==> src/rtl/bcd_clock_display_scan.sv <==
// Six-digit multiplexed 7-segment driver for the 12-hour BCD clock (HH MM SS).
// Inputs are snapshotted once per scan frame so a frame never shows two different times.
module bcd_clock_display_scan #(
   parameter int SCAN_DIV     = 50000,
   parameter int BLANK_CYCLES = 1
) (
   input  logic       clk,
   input  logic       reset,
   input  logic       en,
   input  logic       sec_tick,
   input  logic       pm,
   input  logic [7:0] hh,
   input  logic [7:0] mm,
   input  logic [7:0] ss,
   output logic [5:0] an,
   output logic [6:0] seg,
   output logic       dp,
   output logic       colon
);

   localparam int             CNT_W   = $clog2(SCAN_DIV);
   localparam logic [CNT_W-1:0] CNT_MAX = CNT_W'(SCAN_DIV - 1);
   localparam logic [CNT_W-1:0] BLANK   = CNT_W'(BLANK_CYCLES);

   // Active-low segments {g,f,e,d,c,b,a}; non-decimal nibbles show a dash.
   function automatic logic [6:0] seg_decode(input logic [3:0] d);
      case (d)
         4'd0:    seg_decode = 7'h40;
         4'd1:    seg_decode = 7'h79;
         4'd2:    seg_decode = 7'h24;
         4'd3:    seg_decode = 7'h30;
         4'd4:    seg_decode = 7'h19;
         4'd5:    seg_decode = 7'h12;
         4'd6:    seg_decode = 7'h02;
         4'd7:    seg_decode = 7'h78;
         4'd8:    seg_decode = 7'h00;
         4'd9:    seg_decode = 7'h10;
         default: seg_decode = 7'h3F;
      endcase
   endfunction

   logic [CNT_W-1:0] scan_cnt_q, scan_cnt_d;
   logic [2:0]       idx_q, idx_d;
   logic             snap_pm_q;
   logic [7:0]       snap_hh_q, snap_mm_q, snap_ss_q;
   logic             colon_state_q;
   logic             snap_load;
   logic [3:0]       digit;
   logic [5:0]       an_d;
   logic [6:0]       seg_d;
   logic             dp_d, colon_d;

   always_comb begin
      scan_cnt_d = '0;
      idx_d      = 3'd0;
      if (en) begin
         if (scan_cnt_q == CNT_MAX) begin
            scan_cnt_d = '0;
            idx_d      = (idx_q == 3'd5) ? 3'd0 : idx_q + 3'd1;
         end else begin
            scan_cnt_d = scan_cnt_q + CNT_W'(1);
            idx_d      = idx_q;
         end
      end

      snap_load = (scan_cnt_q == '0) && (idx_q == 3'd0);

      case (idx_q)
         3'd0:    digit = snap_ss_q[3:0];
         3'd1:    digit = snap_ss_q[7:4];
         3'd2:    digit = snap_mm_q[3:0];
         3'd3:    digit = snap_mm_q[7:4];
         3'd4:    digit = snap_hh_q[3:0];
         3'd5:    digit = snap_hh_q[7:4];
         default: digit = snap_ss_q[3:0];
      endcase

      // Pins are registered from the present scan state, giving one cycle of latency.
      an_d    = 6'h3F;
      seg_d   = 7'h7F;
      dp_d    = 1'b1;
      colon_d = 1'b0;
      if (en) begin
         if (scan_cnt_q >= BLANK)
            an_d = ~(6'b1 << idx_q);
         if ((idx_q == 3'd5) && (digit == 4'd0))
            seg_d = 7'h7F;
         else
            seg_d = seg_decode(digit);
         dp_d    = ~((idx_q == 3'd0) && snap_pm_q);
         colon_d = colon_state_q;
      end
   end

   always_ff @(posedge clk) begin
      if (reset) begin
         scan_cnt_q    <= '0;
         idx_q         <= 3'd0;
         snap_pm_q     <= 1'b0;
         snap_hh_q     <= 8'h00;
         snap_mm_q     <= 8'h00;
         snap_ss_q     <= 8'h00;
         colon_state_q <= 1'b1;
         an            <= 6'h3F;
         seg           <= 7'h7F;
         dp            <= 1'b1;
         colon         <= 1'b0;
      end else begin
         scan_cnt_q <= scan_cnt_d;
         idx_q      <= idx_d;
         if (snap_load) begin
            snap_pm_q <= pm;
            snap_hh_q <= hh;
            snap_mm_q <= mm;
            snap_ss_q <= ss;
         end
         if (sec_tick)
            colon_state_q <= ~colon_state_q;
         an    <= an_d;
         seg   <= seg_d;
         dp    <= dp_d;
         colon <= colon_d;
      end
   end

endmodule

==> config.mk <==
export PLATFORM = sky130hd
export DESIGN_NAME = bcd_clock_display_scan
export DESIGN_NICKNAME = d
export VERILOG_FILES = /design/src/rtl/bcd_clock_display_scan.sv
export SDC_FILE = /design/constraint.sdc
export NUM_CORES = 1
export LEC_CHECK = 0
export BUFFER_PORTS_ARGS = -buffer_cell sky130_fd_sc_hd__buf_4
export CAP_MARGIN = 20
export CORE_UTILIZATION = 55
export CTS_CLUSTER_SIZE = 16
export DETAILED_ROUTE_END_ITERATION = 10
export HOLD_SLACK_MARGIN = 0.02
export PLACE_DENSITY = 0.82
export SYNTH_ARGS = -nofsm -noshare
export SYNTH_HDL_FRONTEND = slang
export SYNTH_SLANG_ARGS = --single-unit
==> constraint.sdc <==
create_clock -name clk -period 3.5 [get_ports clk]
set_clock_uncertainty 0.2 [all_clocks]
set_input_delay 0.7 -clock clk [delete_from_list [all_inputs] [get_ports clk]]
set_output_delay 0.7 -clock clk [all_outputs]
set_load 0.01 [all_outputs]
==> results of run 1 <==
-- registers in the layout, indices dropped and copies added (netlist names), 3 cells and up --
signal,flops
scan_cnt_q,16
snap_hh_q,8
snap_mm_q,8
snap_ss_q,8
seg,7
an,6
idx_q,3
-- worst max path at each step --
stage          cells after the start           endpoint                   from  slack, ns
2_1_floorplan                     13  seg[2]$_SDFF_PP1_  idx_q[0]$_SDFFE_PP0P_       0.47
3_3_place_gp                      10  seg[5]$_SDFF_PP1_  idx_q[0]$_SDFFE_PP0P_       0.56
3_5_place_dp                      10  seg[3]$_SDFF_PP1_  idx_q[0]$_SDFFE_PP0P_       0.47
4_1_cts                           10  seg[6]$_SDFF_PP1_  idx_q[0]$_SDFFE_PP0P_       0.39
5_1_grt                           10  seg[6]$_SDFF_PP1_  idx_q[0]$_SDFFE_PP0P_       0.07
6_report                          10  seg[6]$_SDFF_PP1_  idx_q[0]$_SDFFE_PP0P_       0.38
-- cells in the mapped netlist (2+ instances only) --
master and count:
nor3_1 6, and2_1 4, ha_1 10, inv_1 11
clkbuf_1 11, nand2b_1 4, or3_1 2, nor4_1 2
and3_1 3, xnor2_1 10, o211ai_1 4, or4bb_1 3
buf_2 4, mux2i_1 4, nand3_1 6, xor2_1 6
dfxtp_1 60, nand2_1 39, o21ai_0 27, a211o_1 2
buf_4 2, nor2_1 28, o311ai_1 2, and4_1 4
nand4_1 8, nand4b_1 2, buf_6 2, a21oi_1 30
-- stage by stage --
step | util, % | std cells | total power [mW]
global placement | 66.3 | 423 | 0.884
finish | 70.2 | 438 | 1.46
detailed placement | 66.3 | 423 | 0.889
floorplan | - | 326 | 0.828
CTS | 70.2 | 438 | 1.47
global route | 70.2 | 438 | 1.52
-- kinds of logic after synthesis --
logic type	count (synthesis)	share of synthesized area, %
and+or+nand+nor	123	22.8
AOI/OAI and AO/OA	79	18.0
DFF	60	41.6
buffers and inverters	31	4.99
xor gates and xnor gates	16	4.86
adders and majority gates	10	4.34
muxes	7	3.34
-- report_power, final --
part / internal [mW] / switching [mW]
sequential: 0.714 / 0.0171
clock: 0.330 / 0.258
combinational: 0.0688 / 0.0766
-- per-layer routing --
layer	track usage, %	vias up
li1	-	1226
met2	36.3	94
met3	6.91	13
met4	13.2	0
met5	0	-
met1	34.1	1175
-- area by class of cell --
cell class | instances | share of cell area, %
clock buffer | 14 | 5.33
inverter | 12 | 1.32
multi-input combinational | 235 | 44.9
sequential | 60 | 35.1
timing repair buffer | 49 | 10.7
clock inverter | 1 | 0.146
tap | 67 | 2.45
==> run_results.csv, run 1 <==
group,metric,value,unit
drt,wl_met1,2.96,mm
cts,clock_latency,0.34,ns
final_layout,final_area,0.00342,sq mm
critical_path,r2r_slack,0.38,ns
global_route,grt-ovfl-total,0,
timing,tightest_slew,0.922,ns
timing,setup_slack,0.376,ns
pwr,peakVddDrop,0.000253,V
place,place_congestion,0.888,
die,die_y,74.4,microns
yosys,synth_cell_types,58,
critical_path,r2r_start,"idx_q[0]$_SDFFE_PP0P_",
timing,report.final.slew_viol_count,0,
critical_path,path_common_cell,"ha_1",
timing,fin_crit_sh,89.3,%
pwr,p_leak,1.34,nW
cts,cts_hold_buf,0,
cts,numCtsBuffers,9,
drt,drt-total-wl,6.25,mm
cts,cts_resized,0,
hold_path,hold_end,"dp$_SDFF_PP1_",
yosys,yosysTopAreaCell,"dfxtp_1",
drt,drc_errors,0,
cts,cts_setup_buffers,0,
critical_path,startpoint_type,"flop",
hold_path,hold_class,"reg -> reg",
critical_path,end_kind,"flop",
timing,setup_tns,0,ns
critical_path,criticalPathCategory,"reg -> reg",
yosys,async_flop_share,0,%
die,die-area,0.00554,sq mm
cts,htree_levels,3,
drt,postRouteAntennaNets,0,
timing,rsz0062_at_grt,"no",
critical_path,cp_max_fo,12,
timing,hold_viol,0,
drt,drtPass1Iterations,4,
drt,top_layer_used,"met4",
yosys,synth_top_cell_area_share,41.6,%
final_layout,multi_input_area,0.00154,sq mm
cts,clock-root-buffer,"clkbuf_8",
drt,wl_met3,433,microns
timing,final-setup-viol-count,0,
global_route,grt_antenna_before_repair,0,
timing,slew_headroom,38.5,%
yosys,yosys_register_bits,60,
yosys,avgSynthCellArea,8.85,sq um
pwr,p_per_area,427,mW/mm^2
final_layout,n_fill_cell,408,
critical_path,r2r_cells,10,
yosys,synth-edff-count,0,
drt,vias_per_cell,5.73,
timing,fmaxAchievable,320,MHz
drt,wl_met2,2.71,mm
place,post-dp-hpwl,4.34,mm
critical_path,path_cells,"inv_1, nor2_1, ha_1, and2b_1, a21oi_2, mux2i_4, ha_1, and4b_1, nor3_1, o31ai_1",
timing,hold_ws,0.245,ns
critical_path,critPathArrivalTime,3.17,ns
drt,wire_per_inst,14.3,microns
yosys,netlist_instances,326,
hold_path,hold_depth,1,
critical_path,cp_top_family,"simple AND/OR/NAND/NOR gates",
place,port_buffers,43,
final_layout,final_cell_mix,"dfxtp_1, buf_4, nand2_1, a21oi_1, nor2_1",
global_route,grt_usage,25.1,%
job,max-cap-violations,0,
drt,vias,2508,
cts,numClockSinks,60,
global_route,grt_max_degree,29,
cts,clock_path_buffers,2,
yosys,yosysSeqAreaShare,41.6,%
global_route,grt_first_pass_wirelength,10.4,mm
critical_path,slowest_stage,"ha_1",
die,start_util,59.1,%
yosys,synth-main-ff-cell,"dfxtp_1",
critical_path,cp.required,3.55,ns
final_layout,regArea,0.00120,sq mm
final_layout,drive_gt1_share,20.8,%
die,rows,25,
yosys,synth_area,0.00288,sq mm
critical_path,slowest_delay,0.46,ns
yosys,syn-num-nets,365,
die,io_pins,44,
place,dp_slack,0.473,ns
final_layout,syn_to_final_growth,18.7,%
global_route,grt_pass1_vias,2260,
drt,drt_iter0_drc,193,
yosys,yosys_warnings,0,
final_layout,diodes,0,
cts,clk_pin_slew_worst_paths,0.07,ns
hold_path,min-delay-start,"snap_pm_q$_SDFFE_PP0P_",
yosys,synth_top_cells_by_area,"dfxtp_1, a21oi_1, nand2_1",
final_layout,final_common_cell,"dfxtp_1",
critical_path,timing.critical_path.buf_inv,1,
critical_path,r2r-end,"seg[6]$_SDFF_PP1_",
outcome,status,"complete, no violations",
final_layout,layout.nets,406,
timing,post-route-min-period,3.12,ns
die,core,0.00488,sq mm
die,die_w,74.4,microns
place,placed_area,0.00324,sq mm
cts,cts_tree,"built",
No activity file was read; power rests on OpenSTA's default activity.
==> run 2, diff against run 1 <==
SETUP_SLACK_MARGIN = 0.5   (was default)
==> run 2 against run 1 <==
Compared with the run above:
- critical path depth unchanged
- sequential cell count unchanged
- worst setup slack improved by 0.27 ns
- cell count increased by 0.46%
- global-route usage increased by 0.50 points
- sequential share of layout area decreased by 0.18 points
- register-to-register slack improved by 0.27 ns
- design area increased by 0.51%
- critical endpoint is now seg[0]$_SDFF_PP1_
- first-iteration DRC count increased by 32%
- clock power decreased by 8.0%
- via count decreased by 1.8%
- die area unchanged
==> run_results.csv, run 2 (synthesis gave the netlist of run 1 again) <==
group,metric,value,unit
outcome,status,"complete, no violations",
drt,vias,2464,
hold_path,hold_class,"reg -> reg",
critical_path,critPathArrivalTime,2.91,ns
final_layout,final_cell_mix,"dfxtp_1, buf_4, nand2_1, a21oi_1, nor2_1",
timing,fin_crit_sh,81.7,%
timing,tightest_slew,0.901,ns
die,start_util,59.1,%
timing,hold_viol,0,
cts,clock_latency,0.34,ns
drt,postRouteAntennaNets,0,
critical_path,slowest_stage,"dfxtp_1",
die,core,0.00488,sq mm
pwr,peakVddDrop,0.000266,V
die,die-area,0.00554,sq mm
drt,drc_errors,0,
job,max-cap-violations,0,
cts,cts_tree,"built",
die,die_w,74.4,microns
critical_path,end_kind,"flop",
timing,slew_headroom,39.9,%
global_route,grt-ovfl-total,0,
final_layout,drive_gt1_share,21.4,%
timing,fmaxAchievable,350,MHz
final_layout,final_area,0.00344,sq mm
drt,drt_iter0_drc,254,
pwr,p_leak,1.34,nW
cts,numClockSinks,60,
drt,wire_per_inst,14.7,microns
cts,clock_path_buffers,2,
final_layout,largest_reg_flops,16,
final_layout,layout.nets,408,
cts,numCtsBuffers,9,
cts,clock-root-buffer,"clkbuf_8",
critical_path,startpoint_type,"flop",
global_route,grt_usage,25.6,%
timing,post-route-min-period,2.86,ns
final_layout,top_register,"scan_cnt_q",
timing,setup_tns,0,ns
place,placed_area,0.00324,sq mm
place,place_congestion,0.866,
final_layout,diodes,0,
final_layout,multi_input_area,0.00156,sq mm
critical_path,cp_max_fo,12,
place,port_buffers,43,
final_layout,final_common_cell,"dfxtp_1",
die,io_pins,44,
drt,vias_per_cell,5.60,
timing,rsz0062_at_grt,"no",
cts,htree_levels,3,
drt,drtPass1Iterations,4,
global_route,grt_pass1_vias,2222,
global_route,grt_first_pass_wirelength,10.7,mm
critical_path,path_cells,"inv_1, nor2_1, ha_4, and2b_1, a21oi_4, mux2i_4, ha_1, and4b_2, o32ai_4, o211ai_1",
drt,drt-total-wl,6.45,mm
cts,clk_pin_slew_worst_paths,0.06,ns
global_route,grt_antenna_before_repair,0,
final_layout,regArea,0.00120,sq mm
final_layout,syn_to_final_growth,19.3,%
timing,report.final.slew_viol_count,0,
die,rows,25,
final_layout,n_fill_cell,379,
critical_path,cp.required,3.55,ns
place,post-dp-hpwl,4.41,mm
critical_path,criticalPathCategory,"reg -> reg",
timing,final-setup-viol-count,0,
critical_path,slowest_delay,0.33,ns
global_route,grt_max_degree,29,
cts,cts_hold_buf,0,
pwr,p_per_area,412,mW/mm^2
die,die_y,74.4,microns
[run 2: report_power, final]
part           internal [mW]  switching, mW
combinational         0.0705         0.0773
clock                  0.289          0.250
sequential             0.714         0.0175
[run 2: area by class of cell]
class | instances | share of cell area, %
multi-input combinational | 235 | 45.3
sequential | 60 | 34.9
timing repair buffer | 51 | 11.1
inverter | 12 | 1.31
tap | 67 | 2.44
clock inverter | 2 | 0.291
clock buffer | 13 | 4.62
[run 2: timing repair]
action,in CTS,in global routing
gates resized for setup,2,2
setup endpoints to repair,7,7
buffers inserted,0,2
[run 2: through the flow]
step | utilization, % | hold WS (ns) | std cells | setup slack, ns | total power [mW]
6_report | 70.5 | 0.243 | 440 | 0.642 | 1.42
3_3_place_gp | 66.3 | 0.235 | 423 | 0.562 | 0.884
4_1_cts | 70.1 | 0.242 | 438 | 0.544 | 1.42
3_5_place_dp | 66.3 | 0.228 | 423 | 0.393 | 0.889
2_1_floorplan | - | 0.167 | 326 | 0.571 | 0.828
5_1_grt | 70.5 | 0.277 | 440 | 0.501 | 1.49
[run 2: critical path, delay by kind of cell, from the launching register on]
family | cells | cell delay [ns]
multiplexers | 1 | 0.32
buffers and inverters | 1 | 0.12
adder cells (fa/ha/maj) | 2 | 0.47
AO/OA/AOI/OAI | 3 | 0.54
flip-flops | 1 | 0.33
AND/OR/NAND/NOR | 3 | 0.79
[run 2: final timing paths]
| kind | startpoint | end | slack, ns | cells past startpoint |
|---|---|---|---|---|
| setup / recovery | idx_q[0]$_SDFFE_PP0P_ | seg[0]$_SDFF_PP1_ | 0.64 | 10 |
| hold / removal | snap_pm_q$_SDFFE_PP0P_ | dp$_SDFF_PP1_ | 0.24 | 1 |
| setup reg to reg | idx_q[0]$_SDFFE_PP0P_ | seg[0]$_SDFF_PP1_ | 0.64 | 10 |
| hold reg to reg | snap_pm_q$_SDFFE_PP0P_ | dp$_SDFF_PP1_ | 0.24 | 1 |
[run 2: routing by layer]
metal | GRT usage (%) | part of all wire (%)
met3 | 5.96 | 5.3
met1 | 37.2 | 48
met2 | 36.3 | 45
met5 | 0 | 0
met4 | 10.7 | 1.3
